<file path="src/rtl/taxi_sreg_in.sv">
// Scans an external parallel-in/serial-out register (74HC165 style) into a COUNT-bit word.
// One word every (2*COUNT+2)*(PRESCALE+1) clk; no backpressure, data_valid is a single-cycle pulse.
module taxi_sreg_in #(
  parameter int COUNT    = 8,
  parameter int PRESCALE = 63,
  parameter int INVERT   = 1,
  parameter int REVERSE  = 0
) (
  input  logic             clk,
  input  logic             rst_n,
  input  logic             sreg_q,
  output logic             sreg_ld_n,
  output logic             sreg_clk,
  output logic [COUNT-1:0] data_out,
  output logic             data_valid,
  output logic             data_changed
);

  localparam int PW = $clog2(PRESCALE + 1);
  localparam int BW = $clog2(COUNT + 1);

  typedef enum logic [1:0] {
    S_LOAD     = 2'd0,
    S_SHIFT_LO = 2'd1,
    S_SHIFT_HI = 2'd2,
    S_UPDATE   = 2'd3
  } state_t;

  state_t           r_state;
  state_t           w_state_nxt;
  logic [1:0]       r_sync;
  logic [PW-1:0]    r_prescale;
  logic             w_tick;
  logic [BW-1:0]    r_bit_cnt;
  logic [BW-1:0]    w_bit_cnt_nxt;
  logic             w_last_bit;
  logic [COUNT-1:0] r_shift;
  logic [COUNT-1:0] w_shift_nxt;
  logic             r_upd_pend;
  logic             w_upd_pend_nxt;
  logic [COUNT-1:0] w_ordered;
  logic [COUNT-1:0] w_word;
  logic             r_ld_n;
  logic             r_sclk;
  logic [COUNT-1:0] r_data_out;
  logic             r_data_valid;
  logic             r_data_changed;

  always_ff @(posedge clk or negedge rst_n) begin
    if (!rst_n) begin
      r_sync <= 2'b00;
    end else begin
      r_sync <= {r_sync[0], sreg_q};
    end
  end

  always_ff @(posedge clk or negedge rst_n) begin
    if (!rst_n) begin
      r_prescale <= PW'(PRESCALE);
    end else if (w_tick) begin
      r_prescale <= PW'(PRESCALE);
    end else begin
      r_prescale <= r_prescale - PW'(1);
    end
  end

  assign w_tick     = (r_prescale == '0);
  assign w_last_bit = (r_bit_cnt == BW'(COUNT - 1));

  always_ff @(posedge clk or negedge rst_n) begin
    if (!rst_n) begin
      r_state    <= S_LOAD;
      r_bit_cnt  <= '0;
      r_shift    <= '0;
      r_upd_pend <= 1'b0;
    end else begin
      r_state    <= w_state_nxt;
      r_bit_cnt  <= w_bit_cnt_nxt;
      r_shift    <= w_shift_nxt;
      r_upd_pend <= w_upd_pend_nxt;
    end
  end

  always_comb begin
    w_state_nxt    = r_state;
    w_bit_cnt_nxt  = r_bit_cnt;
    w_shift_nxt    = r_shift;
    w_upd_pend_nxt = 1'b0;
    case (r_state)
      S_LOAD: begin
        w_bit_cnt_nxt = '0;
        if (w_tick) w_state_nxt = S_SHIFT_LO;
      end
      S_SHIFT_LO: begin
        if (w_tick) begin
          w_shift_nxt = (r_shift << 1) | COUNT'(r_sync[1]);
          w_state_nxt = S_SHIFT_HI;
        end
      end
      S_SHIFT_HI: begin
        if (w_tick) begin
          w_bit_cnt_nxt  = r_bit_cnt + BW'(1);
          w_state_nxt    = w_last_bit ? S_UPDATE : S_SHIFT_LO;
          w_upd_pend_nxt = w_last_bit;
        end
      end
      S_UPDATE: begin
        if (w_tick) w_state_nxt = S_LOAD;
      end
      default: w_state_nxt = S_LOAD;
    endcase
  end

  // Strobes are decoded from the next state and registered so the pins
  // change exactly with the state and never glitch.
  always_ff @(posedge clk or negedge rst_n) begin
    if (!rst_n) begin
      r_ld_n <= 1'b1;
      r_sclk <= 1'b0;
    end else begin
      r_ld_n <= (w_state_nxt != S_LOAD);
      r_sclk <= (w_state_nxt == S_SHIFT_HI);
    end
  end

  genvar g;
  generate
    for (g = 0; g < COUNT; g++) begin : g_order
      assign w_ordered[g] = r_shift[(REVERSE != 0) ? (COUNT - 1 - g) : g];
    end
  endgenerate

  assign w_word = (INVERT != 0) ? ~w_ordered : w_ordered;

  always_ff @(posedge clk or negedge rst_n) begin
    if (!rst_n) begin
      r_data_out     <= '0;
      r_data_valid   <= 1'b0;
      r_data_changed <= 1'b0;
    end else if (r_upd_pend) begin
      r_data_out     <= w_word;
      r_data_valid   <= 1'b1;
      r_data_changed <= (w_word != r_data_out);
    end else begin
      r_data_valid   <= 1'b0;
      r_data_changed <= 1'b0;
    end
  end

  assign sreg_ld_n    = r_ld_n;
  assign sreg_clk     = r_sclk;
  assign data_out     = r_data_out;
  assign data_valid   = r_data_valid;
  assign data_changed = r_data_changed;

endmodule

</file>
<file path="config.mk">
export PLATFORM = sky130hd
export DESIGN_NAME = taxi_sreg_in
export DESIGN_NICKNAME = d
export VERILOG_FILES = /design/src/rtl/taxi_sreg_in.sv
export SDC_FILE = /design/constraint.sdc
export NUM_CORES = 1
export LEC_CHECK = 0
export CELL_PAD_IN_SITES_DETAIL_PLACEMENT = 0
export CELL_PAD_IN_SITES_GLOBAL_PLACEMENT = 2
export CORE_MARGIN = 5
export CORE_UTILIZATION = 41
export DETAILED_ROUTE_END_ITERATION = 7
export HOLD_SLACK_MARGIN = 0.03
export PLACE_DENSITY_LB_ADDON = 0.12
export SLEW_MARGIN = 20
export SYNTH_ARGS = -nofsm -noshare
export SYNTH_HDL_FRONTEND = slang
export SYNTH_SLANG_ARGS = --single-unit
</file>
<file path="constraint.sdc">
create_clock -name clk -period 3.5 [get_ports clk]
set_input_delay 0.7 -clock clk [delete_from_list [all_inputs] [get_ports clk]]
set_output_delay 0.7 -clock clk [all_outputs]
set_load 0.02 [all_outputs]
</file>
==> summary.txt <==
Final nets = 150
CTS root buffer = clkbuf_8
Syn-to-layout area delta = 18.8%
Final GP Congestion = 0.694
status = completed
synthesized-area fraction occupied by adder cells = 2.40%
Layout Cells excl Fill = 193
PwrDens = 429 nW/um^2
worst-path fanout max = 11
CTS tree = yes
post-synthesis mux area share = 10.9%
number of remaining DRC errors = 0
initial antenna violation count = 0
final core utilization = 50.3%
grt ovf = 0
Final Instance Area = 1860 sq um
Avg WL per Cell = 13.5 microns
Mapped Avg Cell Area = 12.2 sq um
Post-Syn Instances = 128
area leader, netlist = dfrtp_1
Yosys cell types = 31
top cells by area, synth = dfrtp_1 45%, dfstp_2 12%, xnor2_1 6.2%
DR vias = 955
Inst Count DP = 185
worst hold margin = 0.362 ns
CTS Buf Count = 5
Clock Path Buffers = 2
hold-fix buffer count after cts = 0
gr usage total = 11.4%
Worst-path clk slew = 0.07 ns
crit end category = register
Worst-Skew Late Latency = 0.29 ns
die area = 5150 sq um
TritonCTS Sinks = 35
total power draw = 796 uW
Antenna Cells = 0
Synth Area in Compound Gates = 6.65%
Req. time, crit path = 3.68 ns
FFs w/ async S/R, synth = 100%
Post-Place Setup Slack = 1.36 ns
via/cell ratio = 4.95
layout cells sized above 1 = 20.0%
RSZ-0062 raised after global routing = false
Initial DRC Count = 60
Setup Skew = 0.00373 ns
Syn. warnings = 0
Max Clock Freq = 471 MHz
top-area cell type share of the netlist area = 44.8%
final setup fails = 0
Worst-Margin Slew = 0.597 ns
Site Rows = 22
port buffer count = 14
CP arrival = 2.30 ns
type of origin of the critical path = register
Routed Antenna Nets = 0
Final Cycle Share = 60.7%
Setup WS post-layout = 1.38 ns
HPWL Detailed = 1790 microns
Final Critical Period = 2.12 ns
largest net degree at the start of global routing = 36
vias in the first global route = 918
largest family of logic cells by synthesized area = simple AND/OR/NAND/NOR gates
final hold vios = 0
register bit total from synthesis = 35
Die Span X = 71.7 microns
htree depth = 2
Leakage Power = 0.777 nW
die height = 71.7 microns
# resized after CTS = 0
DRT Wirelength = 2600 microns
kind of critical path = reg2reg
post-route setup TNS = 0 ns
Initial Util = 42.4%
Post-Synth Simple-Gate Area = 11.6%
relative slew slack = 59.9%
Post-Synth XOR/XNOR Area = 6.73%
num ports = 15
post-CTS setup buffers = 0
top_reg_cell synth = dfrtp_1
worst hold path type = reg2reg
MaxCap Viol Count = 0
IR drop worst, VDD = 242 uV
Syn Nets = 134
drt first pass iters = 3
core area = 3690 sq um
DP Area = 1740 sq um
most frequent cell after synthesis = dfrtp_1
mapped cell area = 1560 sq um
commonest cells in the netlist = 28 x dfrtp_1, 13 x inv_1, 11 x nand2_1, 11 x xnor2_1
max-slew violations = 0
Seq/Total Area, Yosys = 56.6%
number of enable flip-flop cells after synthesis = 0
first-pass GRT wire length = 4480 microns
cell usage in the layout (no fill, tap or decap), drive strengths merged, types with 3 or more instances in the layout:
cell type,instances
mux2,8
dfstp,7
inv,13
clkbuf,6
nor4,3
nand2,11
o211ai,4
mux2i,8
o311ai,4
xnor2,11
clkdlybuf4s50,14
dfrtp,28
ha,3
sequential cells by signal, indices dropped and copies added (netlist names):
| register | count |
|---|---|
| data_out | 8 |
| r_shift | 8 |
| data_valid | 1 |
| r_sync | 2 |
| data_changed | 1 |
| r_bit_cnt | 4 |
| r_upd_pend | 1 |
| sreg_ld_n | 1 |
| r_state | 2 |
| sreg_clk | 1 |
| r_prescale | 6 |
metal layers:
layer  wire [microns]  global-route usage (%)  up-vias  share of wire [%]
li1                 -                       -      472                  -
met4               47                    5.64        0                1.8
met2             1070                    14.7       16                 41
met1             1370                    16.4      461                 53
met3              114                    4.35        6                4.4
met5                0                       0        -                  0
kinds of logic after synthesis:
logic type | count (synthesis)
buffers and inverters | 19
flip-flops | 35
XOR/XNOR | 12
AND/OR/NAND/NOR | 30
adder cells (fa/ha/maj) | 3
multiplexers | 16
AO/OA/AOI/OAI | 13
report_power, final:
group          internal [mW]  leakage (nW)  total, mW  switching [mW]
logic                0.00266         0.262     0.0103         0.00762
registers              0.406         0.454      0.406        0.000280
clock network          0.230        0.0612      0.379           0.149
total                  0.639         0.777      0.796           0.157
final timing paths:
path / from / end / slack [ns] / cells after the start
setup reg to reg: r_prescale[0]$_DFF_PN1_ / r_shift[7]$_DFFE_PN0P_ / 1.38 / 5
min in group asynchronous: rst_n / r_state[0]$_DFF_PN0_ / 0.81 / 2
hold reg to reg: r_sync[0]$_DFF_PN0_ / r_sync[1]$_DFF_PN0_ / 0.36 / 0
setup / recovery: r_prescale[0]$_DFF_PN1_ / r_shift[7]$_DFFE_PN0P_ / 1.38 / 5
max in group asynchronous: rst_n / r_prescale[3]$_DFF_PN1_ / 2.34 / 2
hold / removal: r_sync[0]$_DFF_PN0_ / r_sync[1]$_DFF_PN0_ / 0.36 / 0
final cells by class:
type	count	area (sq um)
fill	339	1830
multi-input combinational	74	598
inverter	13	48.8
timing repair buffer	15	148
clock buffer	6	82.6
sequential	35	885
clock inverter	2	35.0
tap	48	60.1
worst max-delay path: stages (launching register included):
cell	delay (ns)
dfstp_2	0.37
inv_1	0.07
ha_1	0.14
or4b_4	0.54
nor4_4	0.48
mux2_2	0.40
Note: power is estimated with default switching activity, not from simulation.
